===== src/rtl/fanctrl_cfg_pkg.sv =====
// Shared constants, FSM states and helpers for the fan-control sequencer.
package fanctrl_cfg_pkg;

  localparam logic [3:0] ADDR_CTRL   = 4'd0;
  localparam logic [3:0] ADDR_A0     = 4'd1;
  localparam logic [3:0] ADDR_A1     = 4'd2;
  localparam logic [3:0] ADDR_B0     = 4'd3;
  localparam logic [3:0] ADDR_B1     = 4'd4;
  localparam logic [3:0] ADDR_B2     = 4'd5;
  localparam logic [3:0] ADDR_SET    = 4'd6;
  localparam logic [3:0] ADDR_MIN    = 4'd7;
  localparam logic [3:0] ADDR_PERIOD = 4'd8;

  localparam int PERIOD_RST = 255;

  typedef enum logic [1:0] {
    IDLE,
    DATA,
    COMMIT
  } state_t;

  function automatic logic [1:0] nib_count(
    input logic [3:0] addr
  );
    return (addr == ADDR_PERIOD) ? 2'd3 : 2'd2;
  endfunction

endpackage


===== src/rtl/fanctrl_cfg_if.sv =====
// Nibble-serial configuration channel with valid/ready handshake.
interface fanctrl_cfg_if;
  logic       cfg_valid_i;
  logic [3:0] cfg_data_i;
  logic       cfg_ready_o;
  logic       cfg_err_o;

  modport master (
    output cfg_valid_i, cfg_data_i,
    input  cfg_ready_o, cfg_err_o
  );

  modport slave (
    input  cfg_valid_i, cfg_data_i,
    output cfg_ready_o, cfg_err_o
  );
endinterface


===== src/rtl/fanctrl_strobe_gen.sv =====
// PWM / PID clock-enable prescaler with registered strobes.
module fanctrl_strobe_gen #(
  parameter int PWM_DIV = 4,
  parameter int PID_DIV = 256
) (
  input  logic clk_i,
  input  logic rstn_i,
  input  logic run_i,
  output logic clk_en_PWM_o,
  output logic clk_en_PID_o
);
  localparam int PW = (PWM_DIV > 1) ? $clog2(PWM_DIV) : 1;
  localparam int DW = (PID_DIV > 1) ? $clog2(PID_DIV) : 1;
  localparam logic [PW-1:0] PWM_LAST = PW'(PWM_DIV - 1);
  localparam logic [DW-1:0] PID_LAST = DW'(PID_DIV - 1);

  logic [PW-1:0] pwm_cnt;
  logic [DW-1:0] pid_cnt;
  logic          wrap;

  assign wrap = (pwm_cnt == PWM_LAST);

  always_ff @(posedge clk_i or negedge rstn_i) begin
    if (!rstn_i) begin
      pwm_cnt      <= '0;
      pid_cnt      <= '0;
      clk_en_PWM_o <= 1'b0;
      clk_en_PID_o <= 1'b0;
    end else if (!run_i) begin
      pwm_cnt      <= '0;
      pid_cnt      <= '0;
      clk_en_PWM_o <= 1'b0;
      clk_en_PID_o <= 1'b0;
    end else begin
      clk_en_PWM_o <= wrap;
      clk_en_PID_o <= wrap && (pid_cnt == PID_LAST);
      pwm_cnt      <= wrap ? '0 : pwm_cnt + PW'(1);
      if (wrap)
        pid_cnt <= (pid_cnt == PID_LAST) ? '0 : pid_cnt + DW'(1);
    end
  end
endmodule


===== src/rtl/fanctrl_sequencer.sv =====
// Fan-control config sequencer: nibble frames -> shadow -> active at PID steps.
// Optional frame timeout: FANCTRL_CFG_TIMEOUT_EN.
module fanctrl_sequencer
  import fanctrl_cfg_pkg::*;
#(
  parameter int ADC_BITWIDTH   = 8,
  parameter int REG_BITWIDTH   = 5,
  parameter int PWM_DIV        = 4,
  parameter int PID_DIV        = 256,
  parameter int TIMEOUT_CYCLES = 1024
) (
  input  logic                           clk_i,
  input  logic                           rstn_i,
  fanctrl_cfg_if.slave                   cfg,
  output logic                           run_o,
  output logic                           clk_en_PWM_o,
  output logic                           clk_en_PID_o,
  output logic signed [REG_BITWIDTH-1:0] a0_o,
  output logic signed [REG_BITWIDTH-1:0] a1_o,
  output logic signed [REG_BITWIDTH-1:0] b0_o,
  output logic signed [REG_BITWIDTH-1:0] b1_o,
  output logic signed [REG_BITWIDTH-1:0] b2_o,
  output logic [ADC_BITWIDTH-1:0]        SET_value_o,
  output logic [ADC_BITWIDTH-1:0]        minCounterValue_o,
  output logic [ADC_BITWIDTH:0]          periodCounterValue_o
);
  localparam int RW = REG_BITWIDTH;
  localparam int AW = ADC_BITWIDTH;
  localparam logic [AW:0] PER_RST = (AW+1)'(PERIOD_RST);

  if (PWM_DIV < 2 || PID_DIV < 1 || TIMEOUT_CYCLES < 1) begin : g_bad
    $error("fanctrl_sequencer: illegal divider/timeout parameter");
  end

  state_t      state;
  logic [3:0]  addr;
  logic [1:0]  idx;
  logic [11:0] sreg;
  logic        ready;
  logic        err;
  logic        xfer;
  logic        commit;
  logic        bad;
  logic [2:0]  ci;
  logic        unused_bits;

  logic [4:0][RW-1:0] co_sh, co_nx, co_act;
  logic [AW-1:0] set_sh, set_nx, set_act;
  logic [AW-1:0] min_sh, min_nx, min_act;
  logic [AW:0]   per_sh, per_nx, per_act;

  assign xfer        = cfg.cfg_valid_i & ready;
  assign commit      = (state == COMMIT);
  assign bad         = (addr > ADDR_PERIOD);
  assign ci          = 3'(addr - ADDR_A0);
  assign unused_bits = ^sreg[11:AW+1];

  assign cfg.cfg_ready_o = ready;
  assign cfg.cfg_err_o   = err;

  `ifdef FANCTRL_CFG_TIMEOUT_EN
  localparam int TW = $clog2(TIMEOUT_CYCLES + 1);
  localparam logic [TW-1:0] TO_LAST = TW'(TIMEOUT_CYCLES - 1);
  logic [TW-1:0] idle_cnt;
  `endif

  always_ff @(posedge clk_i or negedge rstn_i) begin
    if (!rstn_i) begin
      state <= IDLE;
      addr  <= '0;
      idx   <= '0;
      sreg  <= '0;
      ready <= 1'b1;
      err   <= 1'b0;
      run_o <= 1'b0;
      `ifdef FANCTRL_CFG_TIMEOUT_EN
      idle_cnt <= '0;
      `endif
    end else begin
      err <= 1'b0;
      unique case (state)
        IDLE: begin
          if (xfer) begin
            addr  <= cfg.cfg_data_i;
            idx   <= '0;
            sreg  <= '0;
            state <= DATA;
            `ifdef FANCTRL_CFG_TIMEOUT_EN
            idle_cnt <= '0;
            `endif
          end
        end
        DATA: begin
          if (xfer) begin
            sreg <= sreg | (12'(cfg.cfg_data_i) << {idx, 2'b00});
            idx  <= idx + 2'd1;
            `ifdef FANCTRL_CFG_TIMEOUT_EN
            idle_cnt <= '0;
            `endif
            if (idx == nib_count(addr) - 2'd1) begin
              state <= COMMIT;
              ready <= 1'b0;
              err   <= bad;
            end
          end
          `ifdef FANCTRL_CFG_TIMEOUT_EN
          else if (idle_cnt == TO_LAST) begin
            idle_cnt <= '0;
            err      <= 1'b1;
            state    <= IDLE;
          end else begin
            idle_cnt <= idle_cnt + TW'(1);
          end
          `endif
        end
        COMMIT: begin
          if (addr == ADDR_CTRL)
            run_o <= sreg[0];
          ready <= 1'b1;
          state <= IDLE;
        end
        default: state <= IDLE;
      endcase
    end
  end

  always_comb begin
    co_nx  = co_sh;
    set_nx = set_sh;
    min_nx = min_sh;
    per_nx = per_sh;
    if (commit) begin
      if (addr >= ADDR_A0 && addr <= ADDR_B2)
        co_nx[ci] = sreg[RW-1:0];
      if (addr == ADDR_SET)
        set_nx = sreg[AW-1:0];
      if (addr == ADDR_MIN)
        min_nx = sreg[AW-1:0];
      if (addr == ADDR_PERIOD)
        per_nx = sreg[AW:0];
    end
  end

  // While stopped a commit goes straight through; while running only
  // the end of a PID-step cycle moves the (pre-commit) shadow set.
  always_ff @(posedge clk_i or negedge rstn_i) begin
    if (!rstn_i) begin
      co_sh   <= '0;
      set_sh  <= '0;
      min_sh  <= '0;
      per_sh  <= PER_RST;
      co_act  <= '0;
      set_act <= '0;
      min_act <= '0;
      per_act <= PER_RST;
    end else begin
      co_sh  <= co_nx;
      set_sh <= set_nx;
      min_sh <= min_nx;
      per_sh <= per_nx;
      if (commit && !bad && !run_o) begin
        co_act  <= co_nx;
        set_act <= set_nx;
        min_act <= min_nx;
        per_act <= per_nx;
      end else if (run_o && clk_en_PID_o) begin
        co_act  <= co_sh;
        set_act <= set_sh;
        min_act <= min_sh;
        per_act <= per_sh;
      end
    end
  end

  assign a0_o                 = co_act[0];
  assign a1_o                 = co_act[1];
  assign b0_o                 = co_act[2];
  assign b1_o                 = co_act[3];
  assign b2_o                 = co_act[4];
  assign SET_value_o          = set_act;
  assign minCounterValue_o    = min_act;
  assign periodCounterValue_o = per_act;

  fanctrl_strobe_gen #(
    .PWM_DIV (PWM_DIV),
    .PID_DIV (PID_DIV)
  ) u_strobe (
    .clk_i        (clk_i),
    .rstn_i       (rstn_i),
    .run_i        (run_o),
    .clk_en_PWM_o (clk_en_PWM_o),
    .clk_en_PID_o (clk_en_PID_o)
  );
endmodule


===== src/flat_wrapper.sv =====
// flat-port wrapper written by rule: the top's interface ports become plain ports
module fanctrl_sequencer_flat import fanctrl_cfg_pkg::*;
#(
  parameter int ADC_BITWIDTH   = 8,
  parameter int REG_BITWIDTH   = 5,
  parameter int PWM_DIV        = 4,
  parameter int PID_DIV        = 256,
  parameter int TIMEOUT_CYCLES = 1024
)
  (clk_i, rstn_i, run_o, clk_en_PWM_o, clk_en_PID_o, a0_o, a1_o, b0_o, b1_o, b2_o, SET_value_o, minCounterValue_o, periodCounterValue_o, cfg_cfg_valid_i, cfg_cfg_data_i, cfg_cfg_ready_o, cfg_cfg_err_o);
  fanctrl_cfg_if cfg_i ();
  input  logic clk_i;
  input  logic rstn_i;
  output logic run_o;
  output logic clk_en_PWM_o;
  output logic clk_en_PID_o;
  output logic signed [REG_BITWIDTH-1:0] a0_o;
  output logic signed [REG_BITWIDTH-1:0] a1_o;
  output logic signed [REG_BITWIDTH-1:0] b0_o;
  output logic signed [REG_BITWIDTH-1:0] b1_o;
  output logic signed [REG_BITWIDTH-1:0] b2_o;
  output logic [ADC_BITWIDTH-1:0] SET_value_o;
  output logic [ADC_BITWIDTH-1:0] minCounterValue_o;
  output logic [ADC_BITWIDTH:0] periodCounterValue_o;
  input wire logic [$bits(cfg_i.cfg_valid_i)-1:0] cfg_cfg_valid_i;
  input wire logic [$bits(cfg_i.cfg_data_i)-1:0] cfg_cfg_data_i;
  output wire logic [$bits(cfg_i.cfg_ready_o)-1:0] cfg_cfg_ready_o;
  output wire logic [$bits(cfg_i.cfg_err_o)-1:0] cfg_cfg_err_o;
  assign cfg_i.cfg_valid_i = cfg_cfg_valid_i;
  assign cfg_i.cfg_data_i = cfg_cfg_data_i;
  assign cfg_cfg_ready_o = cfg_i.cfg_ready_o;
  assign cfg_cfg_err_o = cfg_i.cfg_err_o;
  fanctrl_sequencer #(.ADC_BITWIDTH(ADC_BITWIDTH), .REG_BITWIDTH(REG_BITWIDTH), .PWM_DIV(PWM_DIV), .PID_DIV(PID_DIV), .TIMEOUT_CYCLES(TIMEOUT_CYCLES)) u_core (.clk_i(clk_i), .rstn_i(rstn_i), .cfg(cfg_i), .run_o(run_o), .clk_en_PWM_o(clk_en_PWM_o), .clk_en_PID_o(clk_en_PID_o), .a0_o(a0_o), .a1_o(a1_o), .b0_o(b0_o), .b1_o(b1_o), .b2_o(b2_o), .SET_value_o(SET_value_o), .minCounterValue_o(minCounterValue_o), .periodCounterValue_o(periodCounterValue_o));
endmodule

===== config.mk =====
export PLATFORM = sky130hd
export DESIGN_NAME = fanctrl_sequencer_flat
export DESIGN_NICKNAME = d
export VERILOG_FILES = /design/src/rtl/fanctrl_cfg_pkg.sv /design/src/rtl/fanctrl_cfg_if.sv /design/src/rtl/fanctrl_strobe_gen.sv /design/src/rtl/fanctrl_sequencer.sv /design/src/flat_wrapper.sv
export SDC_FILE = /design/constraint.sdc
export NUM_CORES = 1
export LEC_CHECK = 0
export BUFFER_PORTS_ARGS = -buffer_cell sky130_fd_sc_hd__buf_4
export CORE_MARGIN = 2
export CORE_UTILIZATION = 55
export CTS_BUF_LIST = sky130_fd_sc_hd__clkbuf_2
export DETAILED_ROUTE_END_ITERATION = 8
export PLACE_DENSITY = 0.86
export SLEW_MARGIN = 20
export SYNTH_ARGS = -nofsm -noshare
export SYNTH_HDL_FRONTEND = slang
export SYNTH_HIERARCHICAL = 1
export SYNTH_SLANG_ARGS = --single-unit

===== constraint.sdc =====
create_clock -name clk_i -period 6.7 [get_ports clk_i]
set_input_delay 0.335 -clock clk_i [delete_from_list [all_inputs] [get_ports clk_i]]
set_output_delay 0.335 -clock clk_i [all_outputs]
set_load 0.005 [all_outputs]

==> flow_metrics.tcl <==
set metrics [dict create \
    regArea_sq_mm 0.00332 \
    worstPathRequired_ps 7210 \
    ant_nets 0 \
    yosys_most_used_dff "dfrtp_1" \
    drt_iter0_markers 318 \
    switching_share_pct 33.9 \
    fmax_ghz 0.360 \
    synth_most_common_cell "dfrtp_1" \
    syn_area_sq_mm 0.00566 \
    post_cts_buffers 0 \
    cts_buffer_depth 2 \
    finalNonFillerCells 681 \
    cp_max_fo 11 \
    cap_viol_max_count 0 \
    synth_area_leaders "dfrtp_1 (51%), dfstp_2 (7.9%), mux2_2 (7.6%)" \
    async_flop_share_pct 100 \
    yosys.area.top_type "dfrtp_1" \
    p_total_w 0.00173 \
    cts_buffers 17 \
    clockRootBuffer "clkbuf_2" \
    p_leak_nw 3.19 \
    drt_wl_total_mm 12.4 \
    htreeDepth 4 \
    grt_pass1_vias 3954 \
    clkPwrFrac_pct 23.8 \
    synth_edf_count 0 \
    internal-power_w 0.00114 \
    synthCells 475 \
    globalplace.congestion 0.814 \
    clk_latency_ps 640 \
    grtUsageTotal_pct 22.9 \
    overflow 0 \
    ioPinCount 62 \
    synth-seq-area-share_pct 58.7 \
    viasPerCell 5.96 \
    drv_slew 0 \
    die_area_sq_mm 0.0111 \
    dieWidth_um 105 \
    run_status "finished clean" \
    rows 37 \
    drive_gt1_share_pct 28.6 \
    clock-sinks 132 \
    hold_class "in -> async" \
    hpwl_mm 7.96 \
    power_density_mw_per_mm2 269 \
    pwr-share-seq_pct 61.4 \
    setup_violations 0 \
    antenna-diode-count 0 \
    grt_pass1_wl_mm 19.9 \
    rsz0062_at_grt "false" \
    antenna_found_initial 0 \
    synth_nets 489 \
    die_h_um 105 \
    n_fill_cell 774 \
    finClkSkew_ps 38.4 \
    finalCriticalPeriod_ps 2770 \
    endpoint_kind "flip-flop" \
    critPathKind "reg -> reg" \
    cts_tree "yes" \
    wire_per_inst_um 18.2 \
    hold_viol_final 0 \
    core-area_sq_mm 0.0101 \
    multiInputGateArea_sq_mm 0.00212 \
    synthDistinctLibCells 45 \
    worstMarginPinSlew_ps 1100 \
    drcViolationCount 0 \
    start_util_pct 55.8 \
    ys_warn_count 6 \
    arrival_ps 3290 \
    numPortBuffers 61 \
    grt_max_degree 74 \
    max_slew_margin_pct 26.3 \
    areaGrowthSynthToFinish_pct 13.6 \
    combPwrFrac_pct 14.8 \
    final_nets 546 \
    ys_ff_latch 132 \
    yosys-top-cells-count "dfrtp_1 (115), mux2_2 (38), and3_1 (37)" \
    setup_tns_ps 0 \
    synth_top_area_share_pct 50.9 \
    final.period_utilization_pct 41.4 \
    placed_cells 643 \
    clk_pin_slew_ps 200 \
    worstSetupStartpointType "flip-flop" \
    peakVddDrop_mv 0.143 \
    vias 4058 \
    firstDrtPassIters 5 \
    syn_area_per_cell_sq_um 11.9 \
    p_sw_w 0.000586 \
]
-- flip-flops by register name (all words and copies together) (netlist names), 5 cells and up --
signal / flops
u_core/SET_value_o: 8
u_core/b1_o: 5
u_core/b2_o: 5
u_core/minCounterValue_o: 8
u_core/periodCounterValue_o: 9
u_core/b0_o: 5
u_core/per_sh: 9
u_core/u_strobe/pid_cnt: 8
u_core/min_sh: 8
u_core/sreg: 9
u_core/co_sh: 25
u_core/a1_o: 5
u_core/a0_o: 5
u_core/set_sh: 8
-- cell type report --
| type | instances | area share, % |
|---|---|---|
| clock buffer | 22 | 1.71 |
| tap | 136 | 2.65 |
| sequential | 132 | 51.7 |
| inverter | 20 | 1.17 |
| multi-input combinational | 291 | 33.0 |
| timing repair buffer | 70 | 8.41 |
| clock inverter | 10 | 1.34 |
-- cells in the final DEF (no fill, tap or decap), types with 2 or more instances in the layout --
cell,count
clkinvlp_4,4
nand2_1,28
and2_1,5
buf_4,64
dfstp_2,17
a221o_1,35
nor4_1,3
ha_1,7
nor3_1,8
or3_1,2
inv_1,20
a21oi_1,12
dlygate4sd3_1,6
o21ai_0,35
nand3_1,5
nor2_1,18
dfrtp_1,115
and3_1,37
a32oi_1,15
nand2b_1,2
nor2b_1,5
nand2_2,2
nand3b_1,2
a22o_1,5
mux2i_1,2
clkbuf_2,22
clkinv_2,2
xnor2_1,4
clkinv_1,2
nor3b_1,3
o21bai_1,2
mux2_2,38
o21a_1,3
-- critical path, cell delays in order (launching register included) --
cell and delay, ps:
dfrtp_1 520, inv_1 160, ha_1 340, or4b_4 550, nor3_1 690, o21a_1 300, o21ai_0 110
-- worst paths after layout --
kind                                              endpoint  slack (ps)  depth (start not counted)                       start
worst min-delay path                      u_core/set_sh[4]         340                          2                      rstn_i
min in group clk_i              u_core/u_strobe/pwm_cnt[0]         460                          1  u_core/u_strobe/pwm_cnt[0]
worst max register to register              u_core/b1_o[1]        3930                          6              u_core/addr[0]
worst min register to register  u_core/u_strobe/pwm_cnt[0]         460                          1  u_core/u_strobe/pwm_cnt[0]
worst max-delay path                        u_core/b1_o[1]        3930                          6              u_core/addr[0]
max in group asynchronous                   u_core/sreg[5]        5040                          3                      rstn_i
-- per-layer routing --
layer	wire length, um	vias to the layer above	track usage [%]
met1	5410	2008	31.2
li1	-	1867	-
met3	803	17	5.38
met2	6060	166	37.1
met5	0	-	0
met4	126	0	6.48
-- kinds of logic (layout without fill, tap and decap cells) --
group                    after synthesis  count (layout)  share of synthesized area (%)
AO/OA/AOI/OAI                        114             114                           15.3
XOR/XNOR                               5               5                          0.774
adder cells (fa/ha/maj)                7               7                           1.55
buffers and inverters                 52             122                           3.78
flip-flops                           132             132                           58.7
multiplexers                          40              40                           7.92
AND/OR/NAND/NOR                      125             125                           11.9
-- power groups by stage --
stage               logic (W)  registers, W  clock network [W]
floorplan            0.000237      0.000951                  0
global placement     0.000239       0.00106                  0
detailed placement   0.000251       0.00107                  0
CTS                  0.000256       0.00105           0.000423
global route         0.000284       0.00108           0.000454
finish               0.000256       0.00106           0.000412
-- repair_timing --
action | 4_1_cts | 5_1_grt
hold buffers | 6 | 0
setup endpoints to repair | 0 | 0
endpoints found under the hold margin | 75 | 0
gates resized for setup | 0 | 0
-- per-stage QoR --
step / hold WS, ps / utilization (%) / instance area (sq um) / setup WS (ps)
after global placement: 426 / 60.9 / 6170 / 4080
after detailed placement: 427 / 60.9 / 6170 / 3960
after floorplan: 39.4 / - / 5660 / 4210
final: 344 / 63.4 / 6430 / 3930
after global routing: 342 / 63.4 / 6430 / 3710
after CTS: 302 / 63.4 / 6430 / 3950
(Power assumes the default switching activity.)
